[src/rtl/mem_response_unit_pkg.sv]
// Shared types for the memory response unit: RAM handshake states, word type
// and the responder FSM encoding.
package mem_response_unit_pkg;

  typedef logic [31:0] word_t;

  typedef enum logic [1:0] {
    FREE   = 2'd0,
    BUSY   = 2'd1,
    ACCESS = 2'd2,
    ERROR  = 2'd3
  } ramstate_t;

  typedef enum logic [1:0] {
    S_IDLE = 2'd0,
    S_DACC = 2'd1,
    S_IACC = 2'd2,
    S_DONE = 2'd3
  } mru_state_t;

  localparam int unsigned TIMEOUT_DEFAULT  = 32'd255;
  localparam word_t       ERR_WORD_DEFAULT = 32'hBAD1_BAD1;

endpackage

[src/rtl/mem_response_unit_if.sv]
// Datapath request/response handshake plus the single-ported RAM bus.
// The responder uses the slave view; the datapath/RAM environment uses master.
interface mem_response_unit_if;
  import mem_response_unit_pkg::*;

  logic      imemREN;
  word_t     imemaddr;
  logic      dmemREN;
  logic      dmemWEN;
  word_t     dmemaddr;
  word_t     dmemstore;
  logic      ihit;
  word_t     imemload;
  logic      dhit;
  word_t     dmemload;
  logic      ramREN;
  logic      ramWEN;
  word_t     ramaddr;
  word_t     ramstore;
  word_t     ramload;
  ramstate_t ramstate;
  logic      err;

  modport slave (
    input  imemREN, imemaddr, dmemREN, dmemWEN, dmemaddr, dmemstore, ramload, ramstate,
    output ihit, imemload, dhit, dmemload, ramREN, ramWEN, ramaddr, ramstore, err
  );

  modport master (
    output imemREN, imemaddr, dmemREN, dmemWEN, dmemaddr, dmemstore, ramload, ramstate,
    input  ihit, imemload, dhit, dmemload, ramREN, ramWEN, ramaddr, ramstore, err
  );

endinterface

[src/rtl/mem_response_unit_watchdog.sv]
// Access watchdog: counts cycles spent waiting on the RAM and flags the cycle in
// which the running count reaches TIMEOUT. The counter saturates and never wraps.
module mem_response_unit_watchdog #(
  parameter int unsigned TIMEOUT = 32'd255
) (
  input  logic CLK,
  input  logic RST,
  input  logic en_i,
  input  logic clr_i,
  output logic expired_o
);

  localparam int unsigned   CW    = (TIMEOUT < 32'd1) ? 32'd1 : $clog2(TIMEOUT + 32'd1);
  localparam logic [CW-1:0] LIMIT = CW'(TIMEOUT);
  localparam logic [CW-1:0] ONE   = CW'(1);

  logic [CW-1:0] cnt_q;
  logic [CW-1:0] cnt_d;
  logic [CW-1:0] cnt_inc_s;

  // Next count and expiry; expiry looks at the count including the current cycle.
  always_comb begin
    cnt_inc_s = (cnt_q == LIMIT) ? cnt_q : (cnt_q + ONE);
    if (clr_i) begin
      cnt_d = {CW{1'b0}};
    end else if (en_i) begin
      cnt_d = cnt_inc_s;
    end else begin
      cnt_d = cnt_q;
    end
    expired_o = en_i & (cnt_inc_s == LIMIT);
  end

  // Counter register with synchronous reset.
  always_ff @(posedge CLK) begin
    if (RST) begin
      cnt_q <= {CW{1'b0}};
    end else begin
      cnt_q <= cnt_d;
    end
  end

endmodule

[src/rtl/mem_response_unit.sv]
// Memory response unit: arbitrates held instruction/data requests onto one RAM
// port (data first), waits for ACCESS/ERROR or a watchdog timeout, then returns
// a registered one-cycle ihit/dhit pulse with the load word.
module mem_response_unit
  import mem_response_unit_pkg::*;
#(
  parameter int unsigned TIMEOUT  = TIMEOUT_DEFAULT,
  parameter word_t       ERR_WORD = ERR_WORD_DEFAULT
) (
  input logic                 CLK,
  input logic                 RST,
  mem_response_unit_if.slave  bus
);

  mru_state_t state_q, state_d;
  logic       ihit_q, ihit_d;
  logic       dhit_q, dhit_d;
  word_t      imemload_q, imemload_d;
  word_t      dmemload_q, dmemload_d;
  logic       ramREN_q, ramREN_d;
  logic       ramWEN_q, ramWEN_d;
  word_t      ramaddr_q, ramaddr_d;
  word_t      ramstore_q, ramstore_d;
  logic       err_q, err_d;
  logic       wd_en_s;
  logic       wd_clr_s;
  logic       wd_expired_s;

  mem_response_unit_watchdog #(.TIMEOUT(TIMEOUT)) u_watchdog (
    .CLK       (CLK),
    .RST       (RST),
    .en_i      (wd_en_s),
    .clr_i     (wd_clr_s),
    .expired_o (wd_expired_s)
  );

  // Next-state and next-output logic; the RAM enables double as the latched direction.
  always_comb begin
    state_d    = state_q;
    ihit_d     = 1'b0;
    dhit_d     = 1'b0;
    imemload_d = imemload_q;
    dmemload_d = dmemload_q;
    ramREN_d   = ramREN_q;
    ramWEN_d   = ramWEN_q;
    ramaddr_d  = ramaddr_q;
    ramstore_d = ramstore_q;
    err_d      = err_q;
    wd_en_s    = 1'b0;
    wd_clr_s   = 1'b0;
    case (state_q)
      S_IDLE: begin
        wd_clr_s = 1'b1;
        if (bus.dmemREN | bus.dmemWEN) begin
          // A simultaneous read and write request is serviced as a write.
          state_d    = S_DACC;
          ramaddr_d  = bus.dmemaddr;
          ramstore_d = bus.dmemstore;
          ramWEN_d   = bus.dmemWEN;
          ramREN_d   = ~bus.dmemWEN;
        end else if (bus.imemREN) begin
          state_d   = S_IACC;
          ramaddr_d = bus.imemaddr;
          ramREN_d  = 1'b1;
          ramWEN_d  = 1'b0;
        end else begin
          state_d = S_IDLE;
        end
      end
      S_DACC, S_IACC: begin
        wd_en_s = 1'b1;
        if (bus.ramstate == ACCESS) begin
          state_d  = S_DONE;
          ramREN_d = 1'b0;
          ramWEN_d = 1'b0;
          if (state_q == S_DACC) begin
            dhit_d     = 1'b1;
            dmemload_d = ramWEN_q ? 32'h0000_0000 : bus.ramload;
          end else begin
            ihit_d     = 1'b1;
            imemload_d = bus.ramload;
          end
        end else if ((bus.ramstate == ERROR) || wd_expired_s) begin
          state_d  = S_DONE;
          ramREN_d = 1'b0;
          ramWEN_d = 1'b0;
          err_d    = 1'b1;
          if (state_q == S_DACC) begin
            dhit_d     = 1'b1;
            dmemload_d = ERR_WORD;
          end else begin
            ihit_d     = 1'b1;
            imemload_d = ERR_WORD;
          end
        end else begin
          state_d = state_q;
        end
      end
      S_DONE: begin
        // Requests are not sampled here: the requester drops them on the hit edge.
        wd_clr_s = 1'b1;
        state_d  = S_IDLE;
      end
      default: begin
        wd_clr_s = 1'b1;
        state_d  = S_IDLE;
        ramREN_d = 1'b0;
        ramWEN_d = 1'b0;
      end
    endcase
  end

  // FSM state and all registered outputs, synchronous reset.
  always_ff @(posedge CLK) begin
    if (RST) begin
      state_q    <= S_IDLE;
      ihit_q     <= 1'b0;
      dhit_q     <= 1'b0;
      imemload_q <= 32'h0000_0000;
      dmemload_q <= 32'h0000_0000;
      ramREN_q   <= 1'b0;
      ramWEN_q   <= 1'b0;
      ramaddr_q  <= 32'h0000_0000;
      ramstore_q <= 32'h0000_0000;
      err_q      <= 1'b0;
    end else begin
      state_q    <= state_d;
      ihit_q     <= ihit_d;
      dhit_q     <= dhit_d;
      imemload_q <= imemload_d;
      dmemload_q <= dmemload_d;
      ramREN_q   <= ramREN_d;
      ramWEN_q   <= ramWEN_d;
      ramaddr_q  <= ramaddr_d;
      ramstore_q <= ramstore_d;
      err_q      <= err_d;
    end
  end

  assign bus.ihit     = ihit_q;
  assign bus.dhit     = dhit_q;
  assign bus.imemload = imemload_q;
  assign bus.dmemload = dmemload_q;
  assign bus.ramREN   = ramREN_q;
  assign bus.ramWEN   = ramWEN_q;
  assign bus.ramaddr  = ramaddr_q;
  assign bus.ramstore = ramstore_q;
  assign bus.err      = err_q;

endmodule
[src/flat_wrapper.sv]
// flat-port wrapper written by rule: the top's interface ports become plain ports
module mem_response_unit_flat import mem_response_unit_pkg::*;
#(
  parameter int unsigned TIMEOUT  = TIMEOUT_DEFAULT,
  parameter word_t       ERR_WORD = ERR_WORD_DEFAULT
)
  (CLK, RST, bus_imemREN, bus_imemaddr, bus_dmemREN, bus_dmemWEN, bus_dmemaddr, bus_dmemstore, bus_ramload, bus_ramstate, bus_ihit, bus_imemload, bus_dhit, bus_dmemload, bus_ramREN, bus_ramWEN, bus_ramaddr, bus_ramstore, bus_err);
  mem_response_unit_if bus_i ();
  input logic CLK;
  input logic RST;
  input wire logic [$bits(bus_i.imemREN)-1:0] bus_imemREN;
  input wire logic [$bits(bus_i.imemaddr)-1:0] bus_imemaddr;
  input wire logic [$bits(bus_i.dmemREN)-1:0] bus_dmemREN;
  input wire logic [$bits(bus_i.dmemWEN)-1:0] bus_dmemWEN;
  input wire logic [$bits(bus_i.dmemaddr)-1:0] bus_dmemaddr;
  input wire logic [$bits(bus_i.dmemstore)-1:0] bus_dmemstore;
  input wire logic [$bits(bus_i.ramload)-1:0] bus_ramload;
  input wire logic [$bits(bus_i.ramstate)-1:0] bus_ramstate;
  output wire logic [$bits(bus_i.ihit)-1:0] bus_ihit;
  output wire logic [$bits(bus_i.imemload)-1:0] bus_imemload;
  output wire logic [$bits(bus_i.dhit)-1:0] bus_dhit;
  output wire logic [$bits(bus_i.dmemload)-1:0] bus_dmemload;
  output wire logic [$bits(bus_i.ramREN)-1:0] bus_ramREN;
  output wire logic [$bits(bus_i.ramWEN)-1:0] bus_ramWEN;
  output wire logic [$bits(bus_i.ramaddr)-1:0] bus_ramaddr;
  output wire logic [$bits(bus_i.ramstore)-1:0] bus_ramstore;
  output wire logic [$bits(bus_i.err)-1:0] bus_err;
  assign bus_i.imemREN = bus_imemREN;
  assign bus_i.imemaddr = bus_imemaddr;
  assign bus_i.dmemREN = bus_dmemREN;
  assign bus_i.dmemWEN = bus_dmemWEN;
  assign bus_i.dmemaddr = bus_dmemaddr;
  assign bus_i.dmemstore = bus_dmemstore;
  assign bus_i.ramload = bus_ramload;
  assign bus_i.ramstate = bus_ramstate;
  assign bus_ihit = bus_i.ihit;
  assign bus_imemload = bus_i.imemload;
  assign bus_dhit = bus_i.dhit;
  assign bus_dmemload = bus_i.dmemload;
  assign bus_ramREN = bus_i.ramREN;
  assign bus_ramWEN = bus_i.ramWEN;
  assign bus_ramaddr = bus_i.ramaddr;
  assign bus_ramstore = bus_i.ramstore;
  assign bus_err = bus_i.err;
  mem_response_unit #(.TIMEOUT(TIMEOUT), .ERR_WORD(ERR_WORD)) u_core (.CLK(CLK), .RST(RST), .bus(bus_i));
endmodule
[config.mk]
export PLATFORM = sky130hd
export DESIGN_NAME = mem_response_unit_flat
export DESIGN_NICKNAME = d
export VERILOG_FILES = /design/src/rtl/mem_response_unit_pkg.sv /design/src/rtl/mem_response_unit_if.sv /design/src/rtl/mem_response_unit_watchdog.sv /design/src/rtl/mem_response_unit.sv /design/src/flat_wrapper.sv
export SDC_FILE = /design/constraint.sdc
export NUM_CORES = 1
export LEC_CHECK = 0
export CAP_MARGIN = 30
export CELL_PAD_IN_SITES_DETAIL_PLACEMENT = 0
export CELL_PAD_IN_SITES_GLOBAL_PLACEMENT = 1
export CORE_MARGIN = 8
export CORE_UTILIZATION = 28
export CTS_BUF_LIST = sky130_fd_sc_hd__clkbuf_8
export DETAILED_ROUTE_END_ITERATION = 8
export PLACE_DENSITY = 0.8
export SLEW_MARGIN = 5
export SYNTH_ARGS = -nofsm -noshare
export SYNTH_HDL_FRONTEND = slang
export SYNTH_SLANG_ARGS = --single-unit
[constraint.sdc]
create_clock -name CLK -period 2 [get_ports CLK]
set_input_delay 0.6 -clock CLK [delete_from_list [all_inputs] [get_ports CLK]]
set_output_delay 0.6 -clock CLK [all_outputs]
set_load 0.005 [all_outputs]
======== After elaboration in Yosys (flattened, before gate mapping) ========
Index checks and enable logic that the tools add are counted.
word-level totals
  register bits ........................... 143
  bits in latches ......................... 0
  bits in writable memories ............... 0
  bits in read-only memories .............. 0
  bits of input ports ..................... 135
  output and inout port bits .............. 133
  word-level logic and storage cells ...... 75
  memories kept ........................... 0
operators by class
  add/sub/neg operators ................... 1
  multipliers ............................. 0
  div/mod/pow operators ................... 0
  magnitude comparators ................... 0
  equality and inequality tests ........... 9
  shift-type cells ........................ 0
  muxes and demuxes ....................... 33
  bitwise operators ....................... 6
  reduce and logical (&&, ||, !) cells .... 15
operator list
  kind                                                             count
  32-bit two-way mux                                               11
  8-bit == test, second input constant                             2
  1-bit two-way mux                                                14
  3-bit AND reduction                                              4
  8-bit by 1-bit adder with 8-bit output, second input constant    1
  2-bit == test, second input constant                             4
  2-bit two-way mux                                                4
  8-bit two-way mux                                                1
  2-bit OR reduction                                               4
  2-bit case mux with 3 select lines                               1
  2-bit nonzero test                                               3
  1-bit NOT                                                        4
  1-bit case mux with 2 select lines                               2
  2-bit AND reduction                                              2
  3-bit by 1-bit != test with 1-bit output, second input constant  1
  3-bit by 2-bit != test with 1-bit output, second input constant  1
  2-bit by 1-bit == test with 1-bit output, second input constant  1
  2-bit logical NOT                                                1
  1-bit AND                                                        1
  1-bit logical OR                                                 1
  1-bit bitwise OR                                                 1

======== Depth between registers and ports, before layout ========
  depth after elaboration ................. 8
  depth in mapped cells ................... 9
  depth with buffers taken out ............ 7

======== Cells and area by module ========
Synthesis repeated with hierarchy kept, for this count alone.
unflattened totals
  cell total of the unflattened synthesis .. 718
  area total of the unflattened synthesis .. 5936.9 um^2
modules (own cells, without submodules)
  module                      times used  cells an instance  area an instance (um^2)  sequential area each (um^2)
  mem_response_unit           1           654                5412.7                   2702.6
  mem_response_unit_watchdog  1           64                 524.3                    160.2

======== Least setup slack after synthesis ========
No wires, ideal clock.
  kind .................................... reg-to-reg
  start ................................... register u_core.u_watchdog.cnt_q[0]
  end ..................................... register u_core.dmemload_q[10], in the netlist u_core.bus.dmemload[10]
  library setup time ...................... 0.138 ns
  arrival time ............................ 1.958 ns
  data required time ...................... 1.862 ns
  setup slack ............................. -0.096 ns
  stages on the path, launching flop included .. 10
  buffers on the path ..................... 3
  period minus slack after synthesis ...... 2.096 ns
  cells stage by stage .................... dfxtp_1 > ha_1 > buf_2 > nand4_1 > or3_1 > a32oi_2 > a21o_1 > buf_4 > buf_6 > a311oi_1
on the way
  cells in the longest elaborated chain, start to end .. 7
  elaborated cells on any way between the ends .. 8
  classes of those cells .................. add/sub (1); eq/ne (2); mux (1); bitwise (1); reduce/logical (3)
ends and longest elaborated chain
  what                                                                            line                              text
  start: declaration                                                              mem_response_unit_watchdog.sv:17  logic [CW-1:0] cnt_q;
  start signal: assignment                                                        mem_response_unit_watchdog.sv:37  cnt_q <= {CW{1'b0}};
  start signal: assignment                                                        mem_response_unit_watchdog.sv:39  cnt_q <= cnt_d;
  8-bit by 1-bit adder with 8-bit output / 8-bit == test (equally long branches)  mem_response_unit_watchdog.sv:23  cnt_inc_s = (cnt_q == LIMIT) ? cnt_q : (cnt_q + ONE);
  8-bit two-way mux *                                                             mem_response_unit_watchdog.sv:23
  8-bit == test *                                                                 mem_response_unit_watchdog.sv:31  expired_o = en_i & (cnt_inc_s == LIMIT);
  1-bit AND *                                                                     mem_response_unit_watchdog.sv:31
  1-bit logical OR *                                                              mem_response_unit.sv:83           end else if ((bus.ramstate == ERROR) || wd_expired_s) begin
  2-bit nonzero test (no source line) *                                           --
  3-bit AND reduction (no source line) *                                          --
  end signal: assignment                                                          mem_response_unit.sv:131          dmemload_q <= dmemload_d;
  end: declaration                                                                mem_response_unit.sv:19           word_t dmemload_q, dmemload_d;
Mark *: on every way between the ends. The rest lies on a longest branch, timed or not.
A chain may end at the register's enable or synchronous reset.

======== Final worst setup path ========
  start ................................... register u_core.u_watchdog.cnt_q[0]
  end ..................................... register u_core.dmemload_q[6], in the netlist u_core.bus.dmemload[6]
The elaborated chain is that of the path after synthesis.

==> flow_metrics.py <==
metrics = {
    "run_status": {
        "outcome": "finished, final reports clean",
    },
    "worst_setup_path": {
        "cpLargestDelayFamily": "compound AO/OA/AOI/OAI gates",
        "crit_type": "flop to flop",
        "crit_buf_inv": 1,
        "critPathLaunch": "u_core.u_watchdog.cnt_q[0]$_SDFFE_PP0N_",
        "cp_max_fo": 6,
        "path_cells": "ha_4 > nand4_1 > or3_4 > a32oi_4 > a21oi_4 > clkbuf_16 > a211oi_2",
        "cp.arrival_ns": 2.36,
        "crit-reg2reg-launch": "u_core.u_watchdog.cnt_q[0]$_SDFFE_PP0N_",
        "slowest_stage": "dfxtp_4",
        "slowest_delay_ns": 0.37,
        "required_ns": 2.37,
        "endpoint_kind": "flop",
        "cp-start-kind": "flop",
    },
    "layout": {
        "final_cell_mix": "clkdlybuf4s50_1, nand2_1, dfxtp_1, a21oi_1, a311oi_1",
        "post-route-util_pct": 46.84,
        "final_nets": 1150,
        "postLayoutCellArea_um2": 10100,
        "area_growth_pct": 66.27,
        "n_fill_cell": 2106,
        "num_antenna_cells": 0,
        "layout-drive-gt1-share_pct": 14.17,
        "final_common_cell": "clkdlybuf4s50_1",
    },
    "logic_synthesis": {
        "netlist_instances": 737,
        "synth-async-reset-ratio_pct": 0,
        "yosys.area.top_type_share_pct": 47.15,
        "synth_enable_flop_cells": 0,
        "syn_area_per_cell_um2": 8.239,
        "ys_warn_count": 0,
        "netlist_area_um2": 6072,
        "synth_top_area_cell": "dfxtp_1",
        "yosysSeqAreaShare_pct": 47.15,
        "ys_ff_latch": 143,
        "synth_cell_type_count": 48,
        "synth_flop_cell": "dfxtp_1",
        "yosys-top-cells-area": "dfxtp_1, nand2_1, a311oi_1",
        "synth_fp_nets": 877,
    },
    "cts": {
        "cts_tree": "yes",
        "insertion_delay_ns": 0.45,
        "hold_buffers": 0,
        "cts_sinks": 143,
        "clkSlewWorstSetupHoldPaths_ns": 0.09,
        "cts_buffers": 17,
        "ctsRootBufferMaster": "clkbuf_8",
        "h-tree-depth": 4,
        "cts_max_path_buffers": 2,
    },
    "floorplan": {
        "die_h_um": 163.3,
        "rows": 54,
        "coreArea_um2": 21550,
        "pin_count": 268,
        "initial_core_util_pct": 28.17,
        "die_x_um": 163.3,
        "die_area_um2": 26650,
    },
    "sta": {
        "max_freq_ghz": 0.5008,
        "slew_violations": 0,
        "setup_violations": 0,
        "fin_crit_sh_pct": 99.84,
        "fin_skew_ns": 0.01608,
        "finalHoldViolCount": 0,
        "rsz0062_at_grt": "true",
        "slew_headroom_pct": 73.90,
        "period_needed_ns": 1.997,
        "worst_pin_slew_ns": 0.3916,
    },
    "drt": {
        "drtIter0Drc": 392,
        "via_count": 6449,
        "drt-total-wl_um": 22880,
        "drtAntennaViolNets": 0,
        "via_per_inst": 4.949,
        "routedWlPerCell_um": 17.56,
        "first_pass_iters": 6,
        "drc": 0,
    },
    "placement": {
        "io_buffer_count": 267,
        "hpwl_um": 15960,
        "place_congestion": 0.7830,
        "post_dp_cell_area_um2": 9299,
    },
    "global_route": {
        "gr-total-overflow": 0,
        "antenna_found_initial": 0,
        "grt_max_degree": 80,
        "grt_pass1_vias": 6098,
        "grt_usage_pct": 16.26,
        "grt_pass1_wl_um": 34710,
    },
    "power": {
        "pwr-share-seq_pct": 34.2,
        "switchingPower_mw": 4.218,
        "swShare_pct": 35.91,
        "ir_worst_vdd_mv": 0.5474,
        "p_int_mw": 7.528,
        "pwr-share-clk_pct": 21.4,
        "p_per_area_nw_per_um2": 1163,
        "cellLeakagePower_nw": 4.047,
        "comb_power_share_pct": 44.4,
    },
    "job": {
        "cap_violations": 0,
    },
    "hold_path": {
        "hp-start": "u_core.bus.ramstore[28]$_SDFFE_PP0P_",
        "hp-class": "flop to flop",
    },
}
[worst paths after layout]
| path | end | slack [ns] | cells past startpoint |
|---|---|---|---|
| setup / recovery | u_core.bus.dmemload[6]$_SDFFE_PP0P_ | 0.003 | 7 |
| hold / removal | u_core.bus.ramstore[28]$_SDFFE_PP0P_ | 0.46 | 2 |
| setup reg to reg | u_core.bus.dmemload[6]$_SDFFE_PP0P_ | 0.003 | 7 |
| hold reg to reg | u_core.bus.ramstore[28]$_SDFFE_PP0P_ | 0.46 | 2 |
[routing by layer]
| layer | wire [µm] | track usage (%) | vias to the layer above |
|---|---|---|---|
| met3 | 1874 | 5.519 | 14 |
| met1 | 9956 | 20.69 | 3022 |
| li1 | - | - | 3172 |
| met5 | 0 | 0 | - |
| met4 | 219 | 4.254 | 0 |
| met2 | 10830 | 25.83 | 241 |
[worst min-delay path, delay by kind of cell (launching register included)]
kind	cells	cell delay, ns
AO/OA/AOI/OAI	1	0.05
AND/OR/NAND/NOR	1	0.05
flip-flops	1	0.32
[flip-flops by register name (all words and copies together), names as in the netlist]
signal / flops
u_core.bus.dmemload: 32
u_core.bus.ramstore: 32
u_core.bus.ihit: 1
u_core.bus.imemload: 32
u_core.bus.err: 1
u_core.u_watchdog.cnt_q: 8
u_core.bus.ramREN: 1
u_core.state_q: 2
u_core.bus.dhit: 1
u_core.bus.ramaddr: 32
u_core.bus.ramWEN: 1
[synth_stat cells (2+ instances only)]
cell type    n
o221ai_1    18
nand3_1      7
nand2_1    169
a21o_1       3
nor2b_1      2
nor3_1      10
a21oi_1    100
buf_6        4
buf_1        8
inv_1       33
clkbuf_1    39
o21a_1       6
ha_1         5
clkinv_1     2
nor2_1      48
and2_1       4
mux2i_1      2
and4_1       4
dfxtp_1    143
a311oi_1    60
buf_2        8
buf_4        3
and3_1       4
a21oi_2      2
or3_1        3
nand4_1      3
o21ai_0     15
a211oi_2    12
[repair_timing]
| item | 4_1_cts | 5_1_grt |
|---|---|---|
| cloned | 0 | 4 |
| setup buffers | 2 | 1 |
| gates resized for setup | 8 | 76 |
| endpoints found under the setup margin | 73 | 112 |
| pin swaps | 2 | 32 |
[cells by family after synthesis]
kind of cell / Yosys count / share of synthesized area [%]
flip-flops: 143 / 47.15
AO/OA/AOI/OAI: 229 / 26.77
XOR/XNOR: 1 / 0.1443
adder cells (fa/ha/maj): 5 / 1.030
buffers and inverters: 97 / 6.841
AND/OR/NAND/NOR: 260 / 17.74
multiplexers: 2 / 0.3297
[power by group through the flow]
stage | Sequential, mW | Clock (mW) | Combinational [mW]
after floorplan | 4.11 | 0 | 2.19
after global placement | 4.04 | 0 | 5.02
after detailed placement | 4.06 | 0 | 5.06
after CTS | 4.00 | 2.59 | 5.11
after global routing | 4.11 | 2.74 | 5.72
final | 4.01 | 2.52 | 5.22
[through the flow]
step	instances	setup WS [ns]	power (mW)	setup TNS, ns	hold slack [ns]
3_3_place_gp	1264	-0.1965	9.063	-15.87	0.4406
2_1_floorplan	737	-0.01033	6.300	-0.2193	0.4442
3_5_place_dp	1264	-0.2403	9.120	-20.89	0.4483
5_1_grt	1303	-0.1047	12.57	-4.339	0.4587
4_1_cts	1298	0.002699	11.71	0	0.4416
6_report	1303	0.003297	11.75	0	0.4597
[layout make-up]
class / instances / area [µm²] / share of cell area (%)
Timing Repair Buffer: 316 / 3309 / 32.78
Multi-Input combinational cell: 497 / 2998 / 29.69
Sequential cell: 143 / 2888 / 28.60
Tap cell: 280 / 350.3 / 3.470
Clock buffer: 17 / 234.0 / 2.318
Clock inverter: 15 / 185.2 / 1.834
Inverter: 35 / 131.4 / 1.301
Note: power is estimated with default switching activity, not from simulation.
==> RTL change: new RTL, config.mk and constraints unchanged <==
Set the package constant `TIMEOUT_DEFAULT` to 32'd510 (it was 32'd255).
--- a/src/rtl/mem_response_unit_pkg.sv
+++ b/src/rtl/mem_response_unit_pkg.sv
@@ -18,7 +18,7 @@
     S_DONE = 2'd3
   } mru_state_t;
 
-  localparam int unsigned TIMEOUT_DEFAULT  = 32'd255;
+  localparam int unsigned TIMEOUT_DEFAULT  = 32'd510;
   localparam word_t       ERR_WORD_DEFAULT = 32'hBAD1_BAD1;
 
 endpackage
Check against the original RTL: same outputs for any inputs over 4 cycles, from zero or initial values and one cycle with RST high; that may be too few to reach the edited logic, so the function may still have changed.
==> RTL change against the original RTL <==
- the run now ends with setup timing left
- area after synthesis grew 3.4%
- critical path depth grew 1
- worst setup slack lost 0.13 ns
- routed wire length grew 9.5%
- design area grew 5.9%
- largest power group unchanged
- combinational power shrank 16%
- sequential cell count grew 1
- power shrank 9.0%
==> RTL change: results <==
metrics = {
    "timing": {
        "tns_ns": -4.59,
        "setup_slack_ns": -0.128,
        "setup_viol": 60,
        "worst_slew_margin_rel_pct": 73.0,
        "finClkSkew_ns": 0.0170,
    },
    "critical_path": {
        "worstPathMaxFanout": 5,
        "arrival_ns": 2.44,
        "r2r_start": "u_core.u_watchdog.cnt_q[1]",
        "rr_endpoint": "u_core.bus.dmemload[3]",
        "critPathLaunchType": "flop",
        "r2r_cells": 8,
        "critPathSlowestCell": "or4_4",
        "max_stage_delay_ns": 0.54,
        "endpoint_kind": "flop",
    },
    "finish": {
        "drive_gt1_share_pct": 16.6,
        "instances_no_fill": 1382,
        "fin_nets": 1225,
    },
    "synth": {
        "synthTopCellsByArea": "dfxtp_1 (46%), nand2_1 (9.9%), a311oi_1 (8.4%)",
        "ys_types": 53,
        "synthArstFlopShare_pct": 0,
        "synth.avg_cell_area_um2": 8.05,
        "ys_seq_area_share_pct": 45.9,
        "syn-num-nets": 921,
        "netlist_top_cells_count": "nand2_1 (165), dfxtp_1 (144), nor2_1 (104), a21oi_1 (84), a311oi_1 (60)",
    },
    "grt": {
        "gr-usage-met3_pct": 8.23,
        "grt_pass1_vias": 6498,
        "grt_pass1_wl_mm": 38.8,
        "grt.met2_usage_pct": 27.2,
        "grt_use_met1_pct": 21.4,
        "grt_use_total_pct": 17.4,
    },
    "clock_tree": {
        "htreeDepth": 4,
    },
    "drt": {
        "dr.pass1.iters": 4,
        "drt_iter0_drc": 487,
        "wire_per_inst_um": 18.1,
        "vias": 6802,
    },
    "placed_design": {
        "gp_congestion": 0.831,
        "hpwl_mm": 17.6,
        "dpl_cell_area_um2": 9650,
        "dp.cells": 1332,
        "numPortBuffers": 267,
    },
    "outcome": {
        "outcome": "complete, but fails checks",
        "violations": "setup timing",
    },
    "power": {
        "p_leak_nw": 4.36,
        "peakVddDrop_v": 0.000779,
    },
    "worst_hold_path": {
        "hold_class": "input port to flop",
    },
}
RTL change: cell types whose count changed in the layout (fill, tap and decap cells not counted), moves of 14 or more:
cell	delta
nor3_1	+28
o221ai_1	-18
inv_1	-28
o21ai_0	-14
nor2_1	+57
buf_4	+22
o21a_1	+30
a21oi_2	-15
RTL change: how the worst min path moves through the flow:
stage,endpoint,depth (start not counted),slack (ns),start
2_1_floorplan,u_core.bus.ramstore[0],2,0.45,u_core.bus.ramstore[0]
3_3_place_gp,u_core.bus.ramstore[8],2,0.44,u_core.bus.ramstore[8]
3_5_place_dp,u_core.bus.ramstore[21],2,0.45,u_core.bus.ramstore[21]
4_1_cts,u_core.bus.ramstore[19],2,0.37,RST
5_1_grt,u_core.bus.ramstore[19],2,0.38,RST
6_report,u_core.bus.ramstore[19],2,0.41,RST
RTL change: repair_timing:
action	4_1_cts	5_1_grt
hold endpoints to repair	0	0
endpoints found under the setup margin	84	107
buffers inserted	2	8
pin swaps	4	7
gates resized for setup	39	71
gates cloned	3	6
RTL change: metal layers:
layer | up-vias | part of all wire (%)
li1 | 3363 | -
met1 | 3195 | 44
met2 | 233 | 46
met3 | 11 | 9.5
met4 | 0 | 0.65
met5 | - | 0
RTL change: layout make-up:
type	instances	area, um^2
multi-input cells	564	3280
flip-flops and latches	144	2920
clock inverters	14	180
clock buffers	18	248
fillers	2162	11600
repair buffers	349	3660
inverters	8	32.5
well taps	285	357
RTL change: logic make-up (layout without fill, tap and decap cells):
family | count (synthesis) | in the layout | share of synthesized area (%)
AOI/OAI and AO/OA | 209 | 210 | 23.5
xor gates and xnor gates | 5 | 5 | 0.697
adders and majority gates | 6 | 6 | 1.20
buffers and inverters | 73 | 389 | 5.58
DFF | 144 | 144 | 45.9
muxes | 2 | 2 | 0.339
and+or+nand+nor | 341 | 341 | 22.8
RTL change: through the flow:
step / hold slack (ns) / power (W) / worst slack (ns)
CTS: 0.374 / 0.0107 / -0.0948
detailed placement: 0.446 / 0.00802 / -0.229
global placement: 0.441 / 0.00796 / -0.149
global route: 0.381 / 0.0114 / -0.198
finish: 0.413 / 0.0107 / -0.128
floorplan: 0.453 / 0.00573 / 0.00402
RTL change: where the power goes:
| part | switching (W) | internal, W |
|---|---|---|
| clock network | 0.00126 | 0.00129 |
| logic | 0.00215 | 0.00223 |
| registers | 0.000331 | 0.00344 |
| total | 0.00373 | 0.00696 |
RTL change: worst register-to-register path, cell delays in order, from the launching register on:
cell       delay, ns
dfxtp_4         0.39
buf_4           0.15
a32oi_1         0.12
or4_4           0.54
a21oi_4         0.16
a31o_4          0.25
buf_12          0.16
clkbuf_16       0.16
a311oi_1        0.07
